**config.mk**
```make
export PLATFORM = sky130hd
export DESIGN_NAME = team_id_mailbox_flat
export DESIGN_NICKNAME = d
export VERILOG_FILES = /design/src/rtl/team_id_mailbox_if.sv /design/src/rtl/team_id_mailbox.sv /design/src/flat_wrapper.sv
export SDC_FILE = /design/constraint.sdc
export NUM_CORES = 1
export LEC_CHECK = 0
export ABC_AREA = 1
export BUFFER_PORTS_ARGS = -buffer_cell sky130_fd_sc_hd__buf_2
export CORE_ASPECT_RATIO = 1.25
export CORE_MARGIN = 2
export CORE_UTILIZATION = 40
export CTS_BUF_LIST = sky130_fd_sc_hd__clkbuf_2
export DETAILED_ROUTE_END_ITERATION = 16
export MAX_ROUTING_LAYER = met4
export SETUP_SLACK_MARGIN = 0.1
export SYNTH_ARGS = -nofsm -noshare
export SYNTH_HDL_FRONTEND = slang
export SYNTH_SLANG_ARGS = --single-unit
export TNS_END_PERCENT = 30
```
**constraint.sdc**
```tcl
create_clock -name mclk -period 6.5 [get_ports mclk]
set_input_delay 0.325 -clock mclk [delete_from_list [all_inputs] [get_ports mclk]]
set_output_delay 0.325 -clock mclk [all_outputs]
set_load 0.02 [all_outputs]
```
**src/rtl/team_id_mailbox_if.sv**
```systemverilog
// Peripheral-bus and consumer handshake bundle for the team/key ID mailbox.
// The master side drives the openMSP430 bus and the acknowledge; the slave side is the mailbox.
interface team_id_mailbox_if #(
  parameter int NUM_SLOTS = 4
);
  logic [13:0]             per_addr;
  logic [15:0]             per_din;
  logic                    per_en;
  logic [1:0]              per_we;
  logic                    smclk_en;
  logic                    upd_ack;
  logic [15:0]             per_dout;
  logic [16*NUM_SLOTS-1:0] id_out;
  logic                    upd_req;
  logic                    irq;

  modport master (
    output per_addr, per_din, per_en, per_we, smclk_en, upd_ack,
    input  per_dout, id_out, upd_req, irq
  );

  modport slave (
    input  per_addr, per_din, per_en, per_we, smclk_en, upd_ack,
    output per_dout, id_out, upd_req, irq
  );
endinterface

```
**src/rtl/team_id_mailbox.sv**
```systemverilog
// Multi-slot team/key ID mailbox: staging registers committed atomically to a
// shadow bank, with a four-phase req/ack notification to the app-side consumer.
module team_id_mailbox #(
  parameter logic [14:0] BASE_ADDR = 15'h01B0,
  parameter int          DEC_WD    = 3,
  parameter int          NUM_SLOTS = 4
) (
  input logic              mclk,
  input logic              puc_rst,
  team_id_mailbox_if.slave bus
);
  localparam logic [DEC_WD-1:0] CTRL_OFF = DEC_WD'(NUM_SLOTS);
  localparam logic [DEC_WD-1:0] STAT_OFF = DEC_WD'(NUM_SLOTS + 1);

  typedef enum logic [1:0] {IDLE = 2'd0, REQ = 2'd1, DONE = 2'd2} state_t;

  state_t                  state;
  state_t                  state_nxt;
  logic [15:0]             stage [NUM_SLOTS];
  logic [16*NUM_SLOTS-1:0] stage_flat;
  logic [16*NUM_SLOTS-1:0] id_q;
  logic                    locked;
  logic                    ie;
  logic                    ovr;
  logic                    ifg;
  logic [7:0]              cnt;
  logic                    upd_req;
  logic                    busy;
  logic [15:0]             dout;

  logic                    sel;
  logic [DEC_WD-1:0]       offset;
  logic                    wr;
  logic                    rd;
  logic                    ctrl_wr;
  logic                    stat_wr;
  logic                    commit_req;
  logic                    commit_ok;
  logic                    ovr_set;
  logic                    ifg_set;
  logic                    unused_smclk;

  assign unused_smclk = bus.smclk_en;

  assign sel    = bus.per_en & (bus.per_addr[13:DEC_WD] == BASE_ADDR[14:DEC_WD+1]);
  assign offset = bus.per_addr[DEC_WD-1:0];
  assign wr     = sel & (|bus.per_we);
  assign rd     = sel & ~(|bus.per_we);

  assign ctrl_wr    = wr & (offset == CTRL_OFF) & bus.per_we[0];
  assign stat_wr    = wr & (offset == STAT_OFF) & bus.per_we[0];
  assign commit_req = ctrl_wr & bus.per_din[0];
  // Commit decisions use LOCKED as it was before this write, so COMMIT|LOCK still commits.
  assign commit_ok  = commit_req & ~locked & (state == IDLE);
  assign ovr_set    = commit_req & ~locked & (state != IDLE);
  assign ifg_set    = (state == DONE) & ~bus.upd_ack;

  always_comb begin
    stage_flat = '0;
    for (int k = 0; k < NUM_SLOTS; k++) stage_flat[16*k +: 16] = stage[k];
  end

  always_ff @(posedge mclk or posedge puc_rst) begin
    if (puc_rst) begin
      for (int k = 0; k < NUM_SLOTS; k++) stage[k] <= '0;
    end else if (wr && !locked) begin
      for (int k = 0; k < NUM_SLOTS; k++) begin
        if (offset == DEC_WD'(k)) begin
          if (bus.per_we[0]) stage[k][7:0]  <= bus.per_din[7:0];
          if (bus.per_we[1]) stage[k][15:8] <= bus.per_din[15:8];
        end
      end
    end
  end

  always_ff @(posedge mclk or posedge puc_rst) begin
    if (puc_rst) begin
      id_q   <= '0;
      cnt    <= '0;
      locked <= 1'b0;
      ie     <= 1'b0;
      ovr    <= 1'b0;
      ifg    <= 1'b0;
    end else begin
      if (commit_ok) begin
        id_q <= stage_flat;
        cnt  <= cnt + 8'd1;
      end
      if (ctrl_wr) begin
        if (bus.per_din[1]) locked <= 1'b1;
        ie <= bus.per_din[2];
      end
      if (ovr_set)                        ovr <= 1'b1;
      else if (stat_wr && bus.per_din[2]) ovr <= 1'b0;
      // A handshake completing in the same cycle as a W1C keeps the flag set.
      if (ifg_set)                        ifg <= 1'b1;
      else if (stat_wr && bus.per_din[3]) ifg <= 1'b0;
    end
  end

  always_ff @(posedge mclk or posedge puc_rst) begin
    if (puc_rst) state <= IDLE;
    else         state <= state_nxt;
  end

  always_comb begin
    state_nxt = state;
    case (state)
      IDLE:    if (commit_ok)     state_nxt = REQ;
      REQ:     if (bus.upd_ack)   state_nxt = DONE;
      DONE:    if (!bus.upd_ack)  state_nxt = IDLE;
      default:                    state_nxt = IDLE;
    endcase
  end

  always_comb begin
    upd_req = (state == REQ);
    busy    = (state != IDLE);
  end

  always_comb begin
    dout = '0;
    if (rd) begin
      for (int k = 0; k < NUM_SLOTS; k++)
        if (offset == DEC_WD'(k)) dout = stage[k];
      if (offset == CTRL_OFF) dout = {13'b0, ie, locked, 1'b0};
      if (offset == STAT_OFF) dout = {cnt, 4'b0, ifg, ovr, locked, busy};
    end
  end

  assign bus.per_dout = dout;
  assign bus.id_out   = id_q;
  assign bus.upd_req  = upd_req;
  assign bus.irq      = ifg & ie;
endmodule
```
**src/flat_wrapper.sv**
```systemverilog
// flat-port wrapper written by rule: the top's interface ports become plain ports
module team_id_mailbox_flat 
#(
  parameter logic [14:0] BASE_ADDR = 15'h01B0,
  parameter int          DEC_WD    = 3,
  parameter int          NUM_SLOTS = 4
)
  (mclk, puc_rst, bus_per_addr, bus_per_din, bus_per_en, bus_per_we, bus_smclk_en, bus_upd_ack, bus_per_dout, bus_id_out, bus_upd_req, bus_irq);
  team_id_mailbox_if #(.NUM_SLOTS(NUM_SLOTS)) bus_i ();
  input logic mclk;
  input logic puc_rst;
  input wire logic [$bits(bus_i.per_addr)-1:0] bus_per_addr;
  input wire logic [$bits(bus_i.per_din)-1:0] bus_per_din;
  input wire logic [$bits(bus_i.per_en)-1:0] bus_per_en;
  input wire logic [$bits(bus_i.per_we)-1:0] bus_per_we;
  input wire logic [$bits(bus_i.smclk_en)-1:0] bus_smclk_en;
  input wire logic [$bits(bus_i.upd_ack)-1:0] bus_upd_ack;
  output wire logic [$bits(bus_i.per_dout)-1:0] bus_per_dout;
  output wire logic [$bits(bus_i.id_out)-1:0] bus_id_out;
  output wire logic [$bits(bus_i.upd_req)-1:0] bus_upd_req;
  output wire logic [$bits(bus_i.irq)-1:0] bus_irq;
  assign bus_i.per_addr = bus_per_addr;
  assign bus_i.per_din = bus_per_din;
  assign bus_i.per_en = bus_per_en;
  assign bus_i.per_we = bus_per_we;
  assign bus_i.smclk_en = bus_smclk_en;
  assign bus_i.upd_ack = bus_upd_ack;
  assign bus_per_dout = bus_i.per_dout;
  assign bus_id_out = bus_i.id_out;
  assign bus_upd_req = bus_i.upd_req;
  assign bus_irq = bus_i.irq;
  team_id_mailbox #(.BASE_ADDR(BASE_ADDR), .DEC_WD(DEC_WD), .NUM_SLOTS(NUM_SLOTS)) u_core (.mclk(mclk), .puc_rst(puc_rst), .bus(bus_i));
endmodule
```
==> results.toml <==
[worst_setup_path]
critPathTopFamily = "buffers and inverters"
crit_path_start = "bus_per_addr[2]"
required_ns = 6.17
cp-start-kind = "primary input"
critPathCapture = "bus_per_dout[14]"
cp.depth = 10
ff2ff_path_depth = 5
critical_path_buf_inv_count = 5
cp-end-kind = "primary output"
cp_cell_sequence = "dlygate4sd3_1, buf_2, inv_1, nand2_2, nor2_1, inv_1, o22ai_1, o21ai_0, o21ai_0, buf_2"
worstPathMaxFanout = 13
r2r_setup_slack_ns = 3.83
crit_slowest_cell = "nor2_1"
crit_arrival_ns = 3.28
r2r_start = "u_core.locked$_DFFE_PP0P_"
rr_endpoint = "u_core.bus.id_out[21]$_DFFE_PP0P_"
path_class = "in2out"
crit_path_max_incr_delay_ns = 0.86

[global_route]
grt_pass1_wl_microns = 25470
grt_antenna_before_repair = 1
grt_max_degree = 78
track_usage_pct = 20.82
grt_pass1_vias = 4876
globalRouteOverflowTotal = 0

[timing]
clock.fmax_mhz = 277.0
setup_viol = 0
relSlewSlack_pct = 27.44
fin_crit_ns = 3.610
tns_ns = 0
rsz0062_at_grt = "no"
setup_ws_ns = 2.890
report.final.slew_viol_count = 0
fin_skew_ns = 0.03483
final_hold_viol_count = 0
tightest_slew_ns = 1.084
period_share_pct = 55.54

[yosys]
synthFlopType = "dfrtp_1"
synth_edf_count = 0
synth_cells = 694
ys_ff_latch = 142
yosysWarnings = 0
synth_cell_types = 33
syn_avg_cell_area_sq_um = 9.096
async_flop_share_pct = 100.0
syn_nets = 732
syn_area_sq_um = 6312
seq_area_frac_synth_pct = 56.29

[power]
p_leak_nw = 3.598
comb_power_share_pct = 5.2
clkPwrFrac_pct = 36.0
internal_power_mw = 1.123
p_sw_share_pct = 25.55
power_density_nw_per_um2 = 201.9
peakVddDrop_uv = 116.5
seqPwrFrac_pct = 58.7
switchingPower_mw = 0.3853

[layout]
multiInputGateArea_sq_um = 2123
area_growth_pct = 18.33
filler_cell_count = 1528
drive_above_1_share_pct = 21.52
final_common_cell = "nand2_1"
layout.nets = 866
final_cell_count_no_fill = 1054
layout_common_cells = "nand2_1 (167), dfrtp_1 (142), buf_2 (117)"
final_cell_area_sq_um = 7470
seqCellArea_sq_um = 3553

[detailed_routing]
viasPerCell = 4.827
drtPass1Iterations = 5
drt_iter0_markers = 314
drtAntennaViolNets = 0
drt_drc_violations_left = 0
dr_total_vias = 5088
routed_wl_microns = 16070
wl_per_cell_microns = 15.24

[floorplanning]
die_w_microns = 116.4
ioPinCount = 119
start_util_pct = 40.71
die-area_sq_um = 16810
core_sq_um = 15510
rows = 51
die_height_microns = 144.5

[place]
place_ws_ns = 3.502
place_area_sq_um = 6993
port_buffers = 117
hpwl_microns = 11570
placed_cells = 999
place.gp.congestion = 0.8309

[cts]
clock_sinks = 142
post_cts_buffers = 0
cts_tree = "built"
clk_pin_slew_ns = 0.21
cts_root_buf = "clkbuf_2"
clk_latency_ns = 0.74
cts_inserted_buffers = 17
htreeDepth = 4
clockBufferDepth = 2
cts_resized = 0

[min_path]
hold_path_class = "in2reg"

[job]
cap_violations = 0

[run_status]
status = "finished, final reports clean"
per-layer routing:
layer,GRT usage (%),up-vias,share of wire (%)
li1,-,2527,-
met1,24.56,2371,41
met2,34.58,161,50
met3,4.862,29,5.4
met4,7.895,0,2.9
met5,-,-,0
power groups by stage:
stage | Clock (mW) | Combinational [mW] | Sequential [mW]
2_1_floorplan | 0 | 0.0392 | 0.901
3_3_place_gp | 0 | 0.0682 | 0.901
3_5_place_dp | 0 | 0.0699 | 0.901
4_1_cts | 0.559 | 0.0802 | 0.886
5_1_grt | 0.596 | 0.0884 | 0.886
6_report | 0.543 | 0.0789 | 0.886
worst register-to-register path: stages (launching register included):
cell and delay (ns):
dfrtp_1 0.50, inv_1 0.35, nand4_4 0.87, buf_4 0.65, nand2_1 0.13, o21ai_1 0.06
cells in the mapped netlist (5+ instances only):
cell | instances | area share (%)
nand3_1 | 15 | 1.2
inv_1 | 116 | 6.9
o22ai_1 | 6 | 0.59
buf_2 | 8 | 0.63
nor3_1 | 5 | 0.40
a221oi_1 | 11 | 1.5
o21ai_0 | 51 | 4.0
nand2_1 | 167 | 9.9
nor2_1 | 10 | 0.59
o21ai_1 | 88 | 7.0
a21oi_1 | 5 | 0.40
o221ai_1 | 8 | 1.1
o21ai_2 | 9 | 1.2
clkbuf_1 | 7 | 0.42
nand3_2 | 6 | 0.95
dfrtp_1 | 142 | 56
buf_6 | 11 | 2.0
metrics by stage:
stage               utilization [%]  hold WS (ns)  power, mW
floorplan                         -        0.4323     0.9405
global placement              45.10        0.4346     0.9694
detailed placement            45.10        0.4455     0.9711
CTS                           48.16      0.002000      1.525
global route                  48.17       0.03163      1.571
finish                        48.17       0.06962      1.508
sequential cells by signal, indices dropped and copies added (netlist names):
signal / count
u_core.ovr: 1
u_core.locked: 1
u_core.state: 2
u_core.cnt: 8
u_core.bus.id_out: 64
u_core.ifg: 1
u_core.stage: 64
u_core.ie: 1
kinds of logic after synthesis:
kind of cell,Yosys count,synth area share (%)
AND/OR/NAND/NOR,220,16.45
AO/OA/AOI/OAI,185,16.71
buffers and inverters,144,10.07
flip-flops,142,56.29
adder cells (fa/ha/maj),1,0.1982
XOR/XNOR,2,0.2776
final cells by class:
cell class / count / share of cell area, %
sequential: 142 / 47.57
multi-input combinational: 408 / 28.43
timing repair buffer: 141 / 10.99
inverter: 118 / 6.030
tap: 212 / 3.551
clock inverter: 15 / 2.261
clock buffer: 17 / 1.139
antenna: 1 / 0.03350
timing repair:
| action | CTS | global route |
|---|---|---|
| endpoints found under the setup margin | 0 | 0 |
| endpoints found under the hold margin | 136 | 0 |
| hold buffers | 22 | 0 |
worst min path at each step:
stage	endpoint	cells after the start	slack, ns	startpoint
4_1_cts	u_core.locked$_DFFE_PP0P_	5	0.002	bus_per_en
3_3_place_gp	u_core.bus.id_out[21]$_DFFE_PP0P_	2	0.43	puc_rst
6_report	u_core.locked$_DFFE_PP0P_	6	0.07	bus_per_addr[11]
3_5_place_dp	u_core.bus.id_out[23]$_DFFE_PP0P_	2	0.45	puc_rst
2_1_floorplan	u_core.ifg$_DFFE_PP0P_	1	0.43	bus_upd_ack
5_1_grt	u_core.ie$_DFFE_PP0N_	5	0.03	bus_per_en
No activity file was read; power rests on OpenSTA's default activity.
